## src/rtl/mem_port_arbiter.sv

```systemverilog
// Shares one request/acknowledge memory port between instruction fetch and data access.
// Data wins arbitration unless fetch has lost STARVE consecutive rounds.
module mem_port_arbiter #(
  parameter int unsigned AW     = 16,
  parameter int unsigned DW     = 16,
  parameter int unsigned STARVE = 4
) (
  input  logic          clk_i,
  input  logic          rst_i,
  input  logic          if_req_i,
  input  logic [AW-1:0] if_addr_i,
  output logic          if_done_o,
  output logic [DW-1:0] if_rdata_o,
  output logic          if_stall_o,
  input  logic          dm_req_i,
  input  logic          dm_we_i,
  input  logic [AW-1:0] dm_addr_i,
  input  logic [DW-1:0] dm_wdata_i,
  output logic          dm_done_o,
  output logic [DW-1:0] dm_rdata_o,
  output logic          dm_stall_o,
  output logic          mem_req_o,
  output logic          mem_we_o,
  output logic [AW-1:0] mem_addr_o,
  output logic [DW-1:0] mem_wdata_o,
  input  logic          mem_ack_i,
  input  logic [DW-1:0] mem_rdata_i,
  output logic [15:0]   conflict_cnt_o
);

  typedef enum logic [1:0] {StIdle, StGntD, StGntI, StResp} state_e;

  localparam logic [3:0] StarveCnt = 4'(STARVE);

  state_e        state_q;
  logic [3:0]    deny_q;
  logic [15:0]   conflict_q;
  logic          mem_req_q, mem_we_q;
  logic [AW-1:0] mem_addr_q;
  logic [DW-1:0] mem_wdata_q;
  logic          if_done_q, dm_done_q;
  logic [DW-1:0] if_rdata_q, dm_rdata_q;
  logic          fetch_wins;

  // Fetch wins when starved, or when data is not asking at all.
  assign fetch_wins = if_req_i && ((deny_q == StarveCnt) || !dm_req_i);

  always_ff @(posedge clk_i) begin
    if (rst_i) begin
      state_q     <= StIdle;
      deny_q      <= '0;
      conflict_q  <= '0;
      mem_req_q   <= 1'b0;
      mem_we_q    <= 1'b0;
      mem_addr_q  <= '0;
      mem_wdata_q <= '0;
      if_done_q   <= 1'b0;
      dm_done_q   <= 1'b0;
      if_rdata_q  <= '0;
      dm_rdata_q  <= '0;
    end else begin
      if_done_q <= 1'b0;
      dm_done_q <= 1'b0;
      unique case (state_q)
        StIdle: begin
          if (if_req_i && dm_req_i && (conflict_q != 16'hFFFF)) begin
            conflict_q <= conflict_q + 16'd1;
          end
          if (fetch_wins) begin
            state_q     <= StGntI;
            deny_q      <= '0;
            mem_req_q   <= 1'b1;
            mem_we_q    <= 1'b0;
            mem_addr_q  <= if_addr_i;
            mem_wdata_q <= '0;
          end else if (dm_req_i) begin
            state_q     <= StGntD;
            mem_req_q   <= 1'b1;
            mem_we_q    <= dm_we_i;
            mem_addr_q  <= dm_addr_i;
            mem_wdata_q <= dm_wdata_i;
            if (!if_req_i) begin
              deny_q <= '0;
            end else if (deny_q != StarveCnt) begin
              deny_q <= deny_q + 4'd1;
            end
          end else begin
            deny_q <= '0;
          end
        end
        StGntD: begin
          if (mem_ack_i) begin
            state_q   <= StResp;
            mem_req_q <= 1'b0;
            dm_done_q <= 1'b1;
            if (!mem_we_q) begin
              dm_rdata_q <= mem_rdata_i;
            end
          end
        end
        StGntI: begin
          if (mem_ack_i) begin
            state_q    <= StResp;
            mem_req_q  <= 1'b0;
            if_done_q  <= 1'b1;
            if_rdata_q <= mem_rdata_i;
          end
        end
        StResp: begin
          state_q <= StIdle;
        end
        default: begin
          state_q <= StIdle;
        end
      endcase
    end
  end

  assign if_done_o      = if_done_q;
  assign if_rdata_o     = if_rdata_q;
  assign if_stall_o     = if_req_i & ~if_done_q;
  assign dm_done_o      = dm_done_q;
  assign dm_rdata_o     = dm_rdata_q;
  assign dm_stall_o     = dm_req_i & ~dm_done_q;
  assign mem_req_o      = mem_req_q;
  assign mem_we_o       = mem_we_q;
  assign mem_addr_o     = mem_addr_q;
  assign mem_wdata_o    = mem_wdata_q;
  assign conflict_cnt_o = conflict_q;

endmodule

```

## config.mk

```make
export PLATFORM = sky130hd
export DESIGN_NAME = mem_port_arbiter
export DESIGN_NICKNAME = d
export VERILOG_FILES = /design/src/rtl/mem_port_arbiter.sv
export SDC_FILE = /design/constraint.sdc
export NUM_CORES = 1
export LEC_CHECK = 0
export ABC_AREA = 0
export ABC_CLOCK_PERIOD_IN_PS = 4700
export CAP_MARGIN = 20
export CORE_AREA = 4 4 95 97
export DETAILED_ROUTE_END_ITERATION = 7
export DIE_AREA = 0 0 99 101
export PLACE_DENSITY = 0.92
export SLEW_MARGIN = 15
export SYNTH_ARGS = -nofsm -noshare
export SYNTH_HDL_FRONTEND = slang
export SYNTH_SLANG_ARGS = --single-unit
```

## constraint.sdc

```tcl
create_clock -name clk_i -period 4.7 [get_ports clk_i]
set_clock_uncertainty 0.15 [all_clocks]
set_input_delay 1.175 -clock clk_i [delete_from_list [all_inputs] [get_ports clk_i]]
set_output_delay 1.175 -clock clk_i [all_outputs]
set_load 0.02 [all_outputs]
```

==> qor.txt, run 1 <==
DP Wirelength: 7.94 mm
Clk buf depth: 2
#FFs+latches synth: 90
Unique masters post-synth: 37
Syn avg cell area: 7.92 sq um
Worst min-delay path class: reg -> reg
Mapped Cells: 470
Most instantiated cells after synthesis: 95 x nand2_1, 90 x dfxtp_1, 67 x a21oi_1
RD Place Congestion: 0.827
Max-cap viol count: 0
Flop pwr share: 39.5%
1st-iter DRT viols: 176
Clock share of power: 21.4%
Critical path data arrival time: 2.72 ns
Final setup viols: 0
Routed wire length: 10.8 mm
Die Footprint: 10000 sq um
Worst vdd ir: 0.308 mV
Slowest-stage cell, CP: clkdlybuf4s50_1
# fillers: 639
Critical path class: in -> out
Slew @ Worst Pin: 1.03 ns
Layout Area Growth over Synthesis: 48.7%
Multi-input gate area: 1780 sq um
Via count: 3,898
Setup crit end: dm_stall_o
Post-route cell area: 5530 sq um
CTS sink cnt: 90
Remaining DRCs: 0
CP top delay family: buffers and inverters
Initial antenna violation count: 0
Vias per Instance: 5.42
Max incr delay on CP: 0.62 ns
GRT Overall Usage: 20.9%
Port Buffers: 155
Comb pwr share: 39.1%
WL/cell: 15.1 microns
CTS H-tree lvls: 3
Max Fclk: 247 MHz
TritonCTS Buffers: 9
Internal: 1510 uW
Most frequent CP cell: clkdlybuf4s50_1
Largest net degree at the start of global routing: 58
Share of layout cells above drive strength 1: 4.89%
Hold Vio Cnt, Final: 0
Unrepaired setup endpoints after global routing: no
Critical Path RT: 3.38 ns
NumNets Final: 687
Final std cells w/o fill: 719
Setup crit start: dm_req_i
Post-synth EDFFs: 0
Synthesized area: 3720 sq um
Setup repair bufs after CTS: 0
Crit path max fanout: 6
Drt pass-1 iters: 4
DP Area: 5330 sq um
Leak pwr: 0.00193 uW
Pre-CTS WS: 0.657 ns
Num ports: 156
Clock root buffer: clkbuf_8
Element type at the critical path start: input pin
Outcome: completed
Routed Antenna Nets: 0
PostCTS Resize Cnt: 0
Setup TNS: 0 ns
Number of global-route vias before repair: 3,727
Period utilization: 86.0%
Core box area: 8130 sq um
Largest cells by area after synthesis: dfxtp_1 48%, nand2_1 9.6%, a21oi_1 9.0%, nor3_1 4.4%, nor4_1 3.0%
Final Max Tran Viols: 0
Worst r2r src: state_q[0]
Slew HR: 30.9%
Global-route wire length before repair: 17.2 mm
Crit. path cell count: 4
Ys Warns: 0
Critical path endpoint category: primary output
Register area: 1800 sq um
Buf+Inv Stages, Crit Path: 3
NetSw: 932 uW
Async SR Flop Fraction: 0%
Clk Latency, worst-skew pair: 0.36 ns
Remaining Overflow, GRT: 0
RR Endpoint: conflict_cnt_o[14]
DP Cell Count: 703
Area leader, netlist: dfxtp_1
Die Y: 101 microns
Clk pin slew, worst setup/hold paths: 0.10 ns
Cell with the most instances after synthesis: nand2_1
Cell area power density: 441 nW/um^2
Initial Util: 45.7%
Worst-path cell chain: clkdlybuf4s50_1 > inv_1 > nor2_1 > clkdlybuf4s50_1
Die X: 99 microns
Dominant synthesized flop cell: dfxtp_1
Period minus WS final: 4.04 ns
Standard-cell rows: 33
Sw frac: 38.2%
Worst R2R Setup Slack: 2.36 ns
Syn Nets: 548
Seq/Total Area, Yosys: 48.4%
# diodes: 0
Synth top area share: 48.4%
Total power: 2440 uW
Setup ws final: 0.658 ns
TritonCTS clock tree: yes
Hold_buf cts: 0
R2R cell count: 6
-- layout make-up --
type / instances / area share (%)
Sequential cell: 90 / 32.6
Multi-Input combinational cell: 339 / 32.2
Timing Repair Buffer: 160 / 28.6
Tap cell: 105 / 2.37
Clock buffer: 9 / 2.24
Clock inverter: 7 / 1.38
Inverter: 9 / 0.611
-- worst min path at each step --
stage | startpoint | to | slack, ns | depth (start not counted)
final | mem_wdata_o[0] | mem_wdata_o[0] | 0.31 | 2
after global routing | dm_rdata_o[7] | dm_rdata_o[7] | 0.33 | 2
after CTS | mem_wdata_o[0] | mem_wdata_o[0] | 0.31 | 2
after detailed placement | mem_wdata_o[0] | mem_wdata_o[0] | 0.29 | 2
after global placement | mem_wdata_o[7] | mem_wdata_o[7] | 0.29 | 2
after floorplan | deny_q[1] | deny_q[1] | 0.32 | 2
-- stage by stage --
step,hold slack (ns),utilization (%)
6_report,0.307,68.0
5_1_grt,0.327,68.0
4_1_cts,0.307,68.0
3_5_place_dp,0.294,65.6
3_3_place_gp,0.288,65.6
2_1_floorplan,0.317,-
-- worst register-to-register path, cell delays in order, from the launching register on --
cell	delay (ns)
dfxtp_1	0.35
inv_1	0.12
ha_1	0.30
nand3_2	0.13
or4_4	0.56
or4_1	0.49
a21oi_1	0.16
-- sequential cells by signal, summed over array words and instances (netlist names) --
signal	cells
conflict_cnt_o	16
deny_q	4
dm_done_o	1
dm_rdata_o	16
if_done_o	1
if_rdata_o	16
mem_addr_o	16
mem_req_o	1
mem_wdata_o	16
mem_we_o	1
state_q	2
-- logic make-up (layout without fill, tap and decap cells) --
| group | count (synthesis) | count (layout) | share of synthesized area (%) |
|---|---|---|---|
| simple gates | 238 | 238 | 30.7 |
| mux | 2 | 2 | 0.572 |
| buf+inv | 41 | 185 | 4.17 |
| fa+ha+maj | 8 | 8 | 2.69 |
| flops | 90 | 90 | 48.4 |
| compound gates | 91 | 91 | 13.4 |
-- power groups by stage --
stage	Clock, uW	Sequential, uW	Combinational, uW
3_5_place_dp	0	981	959
6_report	521	964	955
4_1_cts	530	964	963
5_1_grt	562	977	1050
3_3_place_gp	0	972	933
2_1_floorplan	0	1110	412
-- placed cells by master, fill, tap and decap left out, types with 2 or more instances in the layout --
master	netlist	layout
o31ai_1	9	9
ha_1	8	8
and3_1	3	3
a32oi_1	2	2
and4_1	2	2
or4_1	6	6
nor4_1	18	18
inv_1	9	9
dfxtp_1	90	90
nand2_1	95	95
nor2b_1	6	5
nand3_1	22	22
clkdlybuf4s50_1	0	154
buf_4	0	5
nor2_1	29	29
inv_8	0	3
nor3_1	33	33
a21oi_1	67	67
nand4_1	5	5
nand2b_1	3	3
clkbuf_8	0	9
clkinv_4	0	2
o21ai_0	7	7
or3_1	8	8
-- per-layer routing --
| metal | track usage (%) | up-vias | wire length [microns] |
|---|---|---|---|
| met2 | 35.5 | 153 | 5240 |
| li1 | - | 1924 | - |
| met5 | 0 | - | 0 |
| met1 | 24.4 | 1809 | 4380 |
| met3 | 7.54 | 12 | 1050 |
| met4 | 7.46 | 0 | 155 |
No activity file was read; power rests on OpenSTA's default activity.
==> run 2, diff against run 1 <==
ABC_CLOCK_PERIOD_IN_PS = 3750   (was 4700)
CORE_AREA = 4 4 99 101   (was 4 4 95 97)
DIE_AREA = 0 0 103 105   (was 0 0 99 101)
PLACE_DENSITY = 0.86   (was 0.92)
clock period = 3.75 ns   (was 4.7 ns; I/O delays follow)
==> run 2 against run 1 <==
  * Register-to-register slack lost 0.95 ns
  * Largest cell class unchanged
  * Clock power increased by 23%
  * Largest power group is now combinational cells
  * Via count shrank 1.9%
  * Global-route usage shrank 1.7 points
  * Non-clock buffer count increased by 4
  * Die area up 8.2%
==> qor.txt, run 2 (same netlist as run 1, synthesis figures left out) <==
Final std cells w/o fill: 729
Setup repair bufs after CTS: 0
# diodes: 0
Crit path max fanout: 3
Remaining Overflow, GRT: 0
TritonCTS Buffers: 9
DP Cell Count: 713
Outcome: completed
Die X: 103 microns
Wire length on met1: 4.52 mm
RD Place Congestion: 0.780
Most common cell after layout, fill and taps aside: clkdlybuf4s50_1
CTS H-tree lvls: 3
Clock root buffer: clkbuf_8
Unrepaired setup endpoints after global routing: no
Global-route wire length before repair: 17.0 mm
Element type at the critical path start: input pin
Standard-cell rows: 35
Final core occ: 61.8%
Routed wl met2: 5.07 mm
Slew @ Worst Pin: 0.910 ns
Remaining DRCs: 0
Min-Delay Path Depth: 2
TritonCTS clock tree: yes
Hold Vio Cnt, Final: 0
Worst vdd ir: 0.378 mV
Routed wire length: 10.6 mm
Hold_buf cts: 0
Period utilization: 87.4%
Most frequent CP cell: clkdlybuf4s50_1
Routed Antenna Nets: 0
NumNets Final: 691
Cell area power density: 549 nW/um^2
Critical path data arrival time: 2.19 ns
CTS sink cnt: 90
Max-cap viol count: 0
DP Area: 5380 sq um
Clk Latency, worst-skew pair: 0.36 ns
Met3 Routed Length: 904 microns
Critical path class: in -> out
Largest net degree at the start of global routing: 58
Via count: 3,822
Die Y: 105 microns
Drt pass-1 iters: 4
Period minus WS final: 3.28 ns
Worst min-delay path class: reg -> reg
Vias per Instance: 5.24
1st-iter DRT viols: 133
Initial Util: 41.2%
Number of global-route vias before repair: 3,644
WL/cell: 14.6 microns
Leak pwr: 0.00195 uW
Slowest-stage cell, CP: clkdlybuf4s50_1
Num ports: 156
R2R cell count: 6
Initial antenna violation count: 0
Final setup viols: 0
Critical Path RT: 2.66 ns
Slew HR: 38.8%
Port Buffers: 155
Layout Area Growth over Synthesis: 49.9%
Max incr delay on CP: 0.60 ns
DR top layer: met4
GRT Overall Usage: 19.3%
Max Fclk: 305 MHz
Most frequent cells in the layout: 154 x clkdlybuf4s50_1, 95 x nand2_1, 90 x dfxtp_1
DP Wirelength: 7.68 mm
Die Footprint: 10,800 sq um
Share of layout cells above drive strength 1: 5.50%
Worst-path cell chain: clkdlybuf4s50_1 > inv_1 > nor2_1 > clkdlybuf4s50_1
Critical path endpoint category: primary output
Clk buf depth: 2
Post-route cell area: 5580 sq um
Setup TNS: 0 ns
Final Max Tran Viols: 0
Clk pin slew, worst setup/hold paths: 0.10 ns
PostCTS Resize Cnt: 0
Core box area: 9020 sq um
==> run 2: cell count changes in the layout (fill, tap and decap cells not counted) <==
cell,change
inv_8,-2
buf_12,+1
inv_6,+1
buf_4,+3
clkinv_4,+1
==> run 2: worst paths after layout <==
kind	startpoint	to	slack, ns
setup / recovery	dm_req_i	dm_stall_o	0.47
hold / removal	mem_wdata_o[6]	mem_wdata_o[6]	0.31
setup reg to reg	conflict_cnt_o[1]	conflict_cnt_o[2]	1.41
hold reg to reg	mem_wdata_o[6]	mem_wdata_o[6]	0.31
==> run 2: routing by layer <==
metal | vias to the layer above | track usage, %
met5 | - | 0
met4 | 0 | 6.11
met3 | 11 | 5.34
met2 | 145 | 31.9
met1 | 1740 | 23.9
li1 | 1926 | -
==> run 2: cell type report <==
type	count	area, sq um
well taps	111	139
multi-input cells	339	1780
clock inverters	7	71.3
clock buffers	9	124
repair buffers	164	1630
fillers	787	3440
flip-flops and latches	90	1800
inverters	9	33.8
==> run 2: worst max-delay path: cells and delay by family <==
| family | cells | cell delay [ns] |
|---|---|---|
| AND/OR/NAND/NOR | 1 | 0.10 |
| buffers and inverters | 3 | 1.14 |
==> run 2: stage by stage <==
step                total power (uW)  setup WS, ns  hold WS (ns)
floorplan                       1910          1.39         0.317
global placement                2410         0.464         0.288
detailed placement              2450         0.462         0.295
CTS                             3110         0.458         0.308
global route                    3260         0.383         0.328
finish                          3060         0.473         0.307
==> run 2: power by group <==
group,switching (uW),internal [uW],leakage (uW)
clock network,381,259,0.0000991
logic,696,522,0.00111
registers,91.3,1110,0.000734
